--- src/rtl/dot_acc_pkg.sv ---
// Shared types and width helpers for the dot_accumulator block.
package dot_acc_pkg;

  typedef enum logic {ST_ACC, ST_FLUSH} dot_acc_state_t;

  // Guard bits needed so that LEN full-scale products cannot overflow.
  function automatic int unsigned guard_bits(input int unsigned len);
    return $clog2(len);
  endfunction

endpackage

--- src/rtl/dot_accumulator.sv ---
// Sums LEN unsigned products per block and emits one full-precision result per block.
// Optional macro DOT_ACC_LAST_EN adds s_last for early block termination.
module dot_accumulator
  import dot_acc_pkg::*;
#(
  parameter int unsigned N   = 32,
  parameter int unsigned LEN = 16
) (
  input  logic                                 clk,
  input  logic                                 rst,
  input  logic                                 s_valid,
  output logic                                 s_ready,
  input  logic [2*N-1:0]                       s_m,
`ifdef DOT_ACC_LAST_EN
  input  logic                                 s_last,
`endif
  output logic                                 m_valid,
  input  logic                                 m_ready,
  output logic [2*N+guard_bits(LEN)-1:0]       m_sum,
  output logic [$clog2(LEN+1)-1:0]             m_count
);

  localparam int unsigned GW = guard_bits(LEN);
  localparam int unsigned AW = 2*N + GW;
  localparam int unsigned CW = $clog2(LEN+1);

  dot_acc_state_t state_q, state_d;
  logic [AW-1:0]  acc_q, acc_d;
  logic [CW-1:0]  cnt_q, cnt_d;
  logic           m_valid_q, m_valid_d;
  logic [AW-1:0]  m_sum_q, m_sum_d;
  logic [CW-1:0]  m_count_q, m_count_d;

  logic [AW-1:0]  acc_next;
  logic [CW-1:0]  cnt_inc;
  logic           slot_free;
  logic           is_final;

  assign acc_next  = acc_q + AW'(s_m);
  assign cnt_inc   = cnt_q + CW'(1);
  assign slot_free = !m_valid_q || m_ready;

`ifdef DOT_ACC_LAST_EN
  assign is_final = (cnt_q == CW'(LEN-1)) || s_last;
`else
  assign is_final = (cnt_q == CW'(LEN-1));
`endif

  always_comb begin
    state_d   = state_q;
    acc_d     = acc_q;
    cnt_d     = cnt_q;
    m_valid_d = m_valid_q;
    m_sum_d   = m_sum_q;
    m_count_d = m_count_q;

    if (m_valid_q && m_ready) m_valid_d = 1'b0;

    unique case (state_q)
      ST_ACC: begin
        if (s_valid) begin
          if (is_final && slot_free) begin
            m_sum_d   = acc_next;
            m_count_d = cnt_inc;
            m_valid_d = 1'b1;
            acc_d     = '0;
            cnt_d     = '0;
          end else begin
            acc_d = acc_next;
            cnt_d = cnt_inc;
            // Slot busy at block end: park the finished block in acc/cnt and stall input.
            if (is_final) state_d = ST_FLUSH;
          end
        end
      end
      ST_FLUSH: begin
        if (slot_free) begin
          m_sum_d   = acc_q;
          m_count_d = cnt_q;
          m_valid_d = 1'b1;
          acc_d     = '0;
          cnt_d     = '0;
          state_d   = ST_ACC;
        end
      end
      default: state_d = ST_ACC;
    endcase
  end

  always_ff @(posedge clk or posedge rst) begin
    if (rst) begin
      state_q   <= ST_ACC;
      acc_q     <= '0;
      cnt_q     <= '0;
      m_valid_q <= 1'b0;
      m_sum_q   <= '0;
      m_count_q <= '0;
    end else begin
      state_q   <= state_d;
      acc_q     <= acc_d;
      cnt_q     <= cnt_d;
      m_valid_q <= m_valid_d;
      m_sum_q   <= m_sum_d;
      m_count_q <= m_count_d;
    end
  end

  assign s_ready = (state_q == ST_ACC);
  assign m_valid = m_valid_q;
  assign m_sum   = m_sum_q;
  assign m_count = m_count_q;

endmodule

--- config.mk ---
export PLATFORM = sky130hd
export DESIGN_NAME = dot_accumulator
export DESIGN_NICKNAME = d
export VERILOG_FILES = /design/src/rtl/dot_acc_pkg.sv /design/src/rtl/dot_accumulator.sv
export SDC_FILE = /design/constraint.sdc
export NUM_CORES = 1
export LEC_CHECK = 0
export ABC_AREA = 1
export CAP_MARGIN = 10
export CORE_UTILIZATION = 35
export DETAILED_ROUTE_END_ITERATION = 10
export PLACE_DENSITY = 0.61
export RECOVER_POWER = 50
export SKIP_LAST_GASP = 1
export SLEW_MARGIN = 10
export SYNTH_ARGS = -nofsm -noshare
export SYNTH_HDL_FRONTEND = slang
export SYNTH_SLANG_ARGS = --single-unit
--- constraint.sdc ---
create_clock -name clk -period 15 [get_ports clk]
set_clock_uncertainty 0.05 [all_clocks]
set_input_delay 3 -clock clk [delete_from_list [all_inputs] [get_ports clk]]
set_output_delay 3 -clock clk [all_outputs]
set_load 0.01 [all_outputs]
==> metrics <==
die width 184 µm; Final Cycle Share 57.6%; Layout area overhead 21.1%; Worst Hold End m_count[0]; Multi-input gate area 6730 µm²; number of flops mapped to enable cells by yosys 0; core area 32500 µm²; vias in the first global route 11.6k; # H-tree levels 4; failing checks max-capacitance violations, max-slew violations; HPWL after DPL 31.3 mm; DIE HEIGHT 184 µm; Ant. Diodes 0; largest net degree at the start of global routing 82; Data required, critical path 14.67 ns; die area 33800 µm²; Syn. warnings 0; clock slew at reported path FFs 0.07 ns; register area share after synthesis 32.0%; Max-Cap Viols 4; postcts setup bufs 0; CP delay by family, top buffers and inverters; worst path cell trace dlygate4sd3_1 -> clkinvlp_2 -> clkbuf_1; slowest cell on the critical path clkbuf_1; placed cell count 2354; root buf cell clkbuf_16; Final Setup Violations 0; most frequent cells in the layout nand2_1 (521), inv_1 (245), a21oi_1 (244); Synthesized Nets 1943; GRT Util Overall 24.7%; Hold Crit Depth 2; unrepaired setup endpoints after global routing no; Primary FF master, synth dfrtp_1; final wirelength 40.6 mm; IO buf count 142; total power 2.91 mW; Layout Nets 2066; Setup Crit Path Kind primary input to asynchronous set/reset pin; reg2reg end m_sum[61]; peak supply drop 0.0817 mV; share of cells above drive strength 1 6.38%; Sink Count 148; Core Rows 66; setup TNS 0 ns; syn avg cell area 6.40 µm²; Max clock buf depth 2; Reg2Reg Depth 11; Post-DP Area 13400 µm²; worst reg2reg startpoint cnt_q[0]; asr flop ratio synth 100%; Iter 0 DRT Violations 944; Slew HR -167%; area leader, netlist dfrtp_1; GRT overflow 0; f_max 116 MHz; antenna violations before repair 0; clk_lat worst skew 0.45 ns; post-synth top area share 32.0%; most common cell after layout, fill and taps aside nand2_1; pwr dens 208 nW/µm²; Vias per Instance 5.01; routed vias 12.0k; WP data arrival 8.31 ns; combined buffer and inverter count along the critical path 3; number of fillers in the final layout 3543; TritonRoute pass-1 iters 5; Critical Path Start Type primary input; post-cts sizing count 0; Mapped Cells 1808; Final min period 8.64 ns; CTS tree done; Crit path largest cell delay 2.64 ns; status complete, but fails checks; hold_sp m_count[0]; crit end category asynchronous set/reset pin; gpl congestion 0.943; largest fanout on the critical path 81; remaining antenna violation count 0; mapped cell area 11600 µm²; Fin. Hold Viols 0; first-pass GRT wire length 63.8 mm; Initial Util 35.6%; number of synthesized register bits 148; count of cell types in the netlist 37; Final Instance Count excl. Fillers 2386; CTS Hold Bufs 0; Num CTS Buffers 17; min-delay worst type flip-flop to flip-flop; design area 14000 µm²; post-route DRC violation count 0; top post-synthesis cells by area dfrtp_1 (32%), nand2_1 (17%), a21oi_1 (11%); Worst-Margin Slew 4.00 ns; FF-to-FF setup slack 9.93 ns; sequential cell area 3710 µm²; leakage 7.16 nW; DR WL/cell 17.0 µm; worst hold slack 0.450 ns; Final Max Tran Viols 303; I/O pin total 143
==> stage by stage <==
step	utilization, %	setup slack [ns]
2_1_floorplan	-	7.97
3_3_place_gp	41.3	9.34
3_5_place_dp	41.3	9.27
4_1_cts	43.1	9.59
5_1_grt	43.1	5.06
6_report	43.1	6.36
==> state kept, by name, summed over array words and instances, names as in the netlist <==
| signal | cells |
|---|---|
| acc_q | 68 |
| m_sum | 68 |
| cnt_q | 5 |
| m_count | 5 |
| m_valid | 1 |
| state_q | 1 |
==> power breakdown <==
part | switching, mW | leakage [nW] | internal, mW
logic | 1.14 | 5.01 | 0.603
clock network | 0.207 | 0.298 | 0.253
registers | 0.136 | 1.85 | 0.578
total | 1.48 | 7.16 | 1.43
==> worst min-delay path, cell delays in order (launching register included) <==
cell	delay, ns
dfrtp_1	0.35
nand2_1	0.05
o21ai_0	0.06
==> how the worst max path moves through the flow <==
stage | startpoint | endpoint | cells past startpoint | slack [ns]
final | rst | acc_q[41] | 3 | 6.36
after global routing | rst | acc_q[41] | 3 | 5.06
after CTS | state_q | s_ready | 3 | 9.59
after detailed placement | s_m[0] | acc_q[46] | 16 | 9.27
after global placement | s_m[16] | acc_q[49] | 15 | 9.34
after floorplan | rst | acc_q[0] | 1 | 7.97
==> final cells by class <==
cell class | count | share of cell area [%]
clock buffers | 17 | 3.03
well taps | 442 | 3.94
multi-input cells | 1360 | 48.0
inverters | 255 | 6.84
clock inverters | 15 | 1.30
flip-flops and latches | 148 | 26.4
repair buffers | 149 | 10.4
==> synthesized netlist by cell type, types with 2 or more instances <==
master	instances
o21bai_1	9
o21ai_0	112
o22ai_1	2
nor3_1	6
nand3_1	74
nor2_1	204
a21oi_2	13
nor3_2	2
a21boi_0	2
o21ai_2	7
buf_2	8
a21oi_1	244
nand2_1	521
ha_1	66
nor2_2	12
clkbuf_1	33
a31oi_1	4
o21ai_1	24
dfrtp_1	148
nand3_2	15
inv_2	9
buf_1	3
inv_1	246
nor4_2	3
nand4_1	2
nor2_4	3
nand2_2	20
nand3b_1	7
==> per-layer routing <==
metal	global-route usage (%)	wire length [µm]	up-vias
met5	0	0	-
met4	7.47	843	0
met1	34.3	19700	5588
met2	39.5	18500	273
met3	3.33	1580	47
li1	-	-	6055
==> cells by family after synthesis <==
group / synth area share, %
AND/OR/NAND/NOR: 31.5
AO/OA/AOI/OAI: 19.2
buffers and inverters: 9.90
flip-flops: 32.0
adder cells (fa/ha/maj): 7.31
XOR/XNOR: 0.0757
Power figures use the tool's default switching activity.
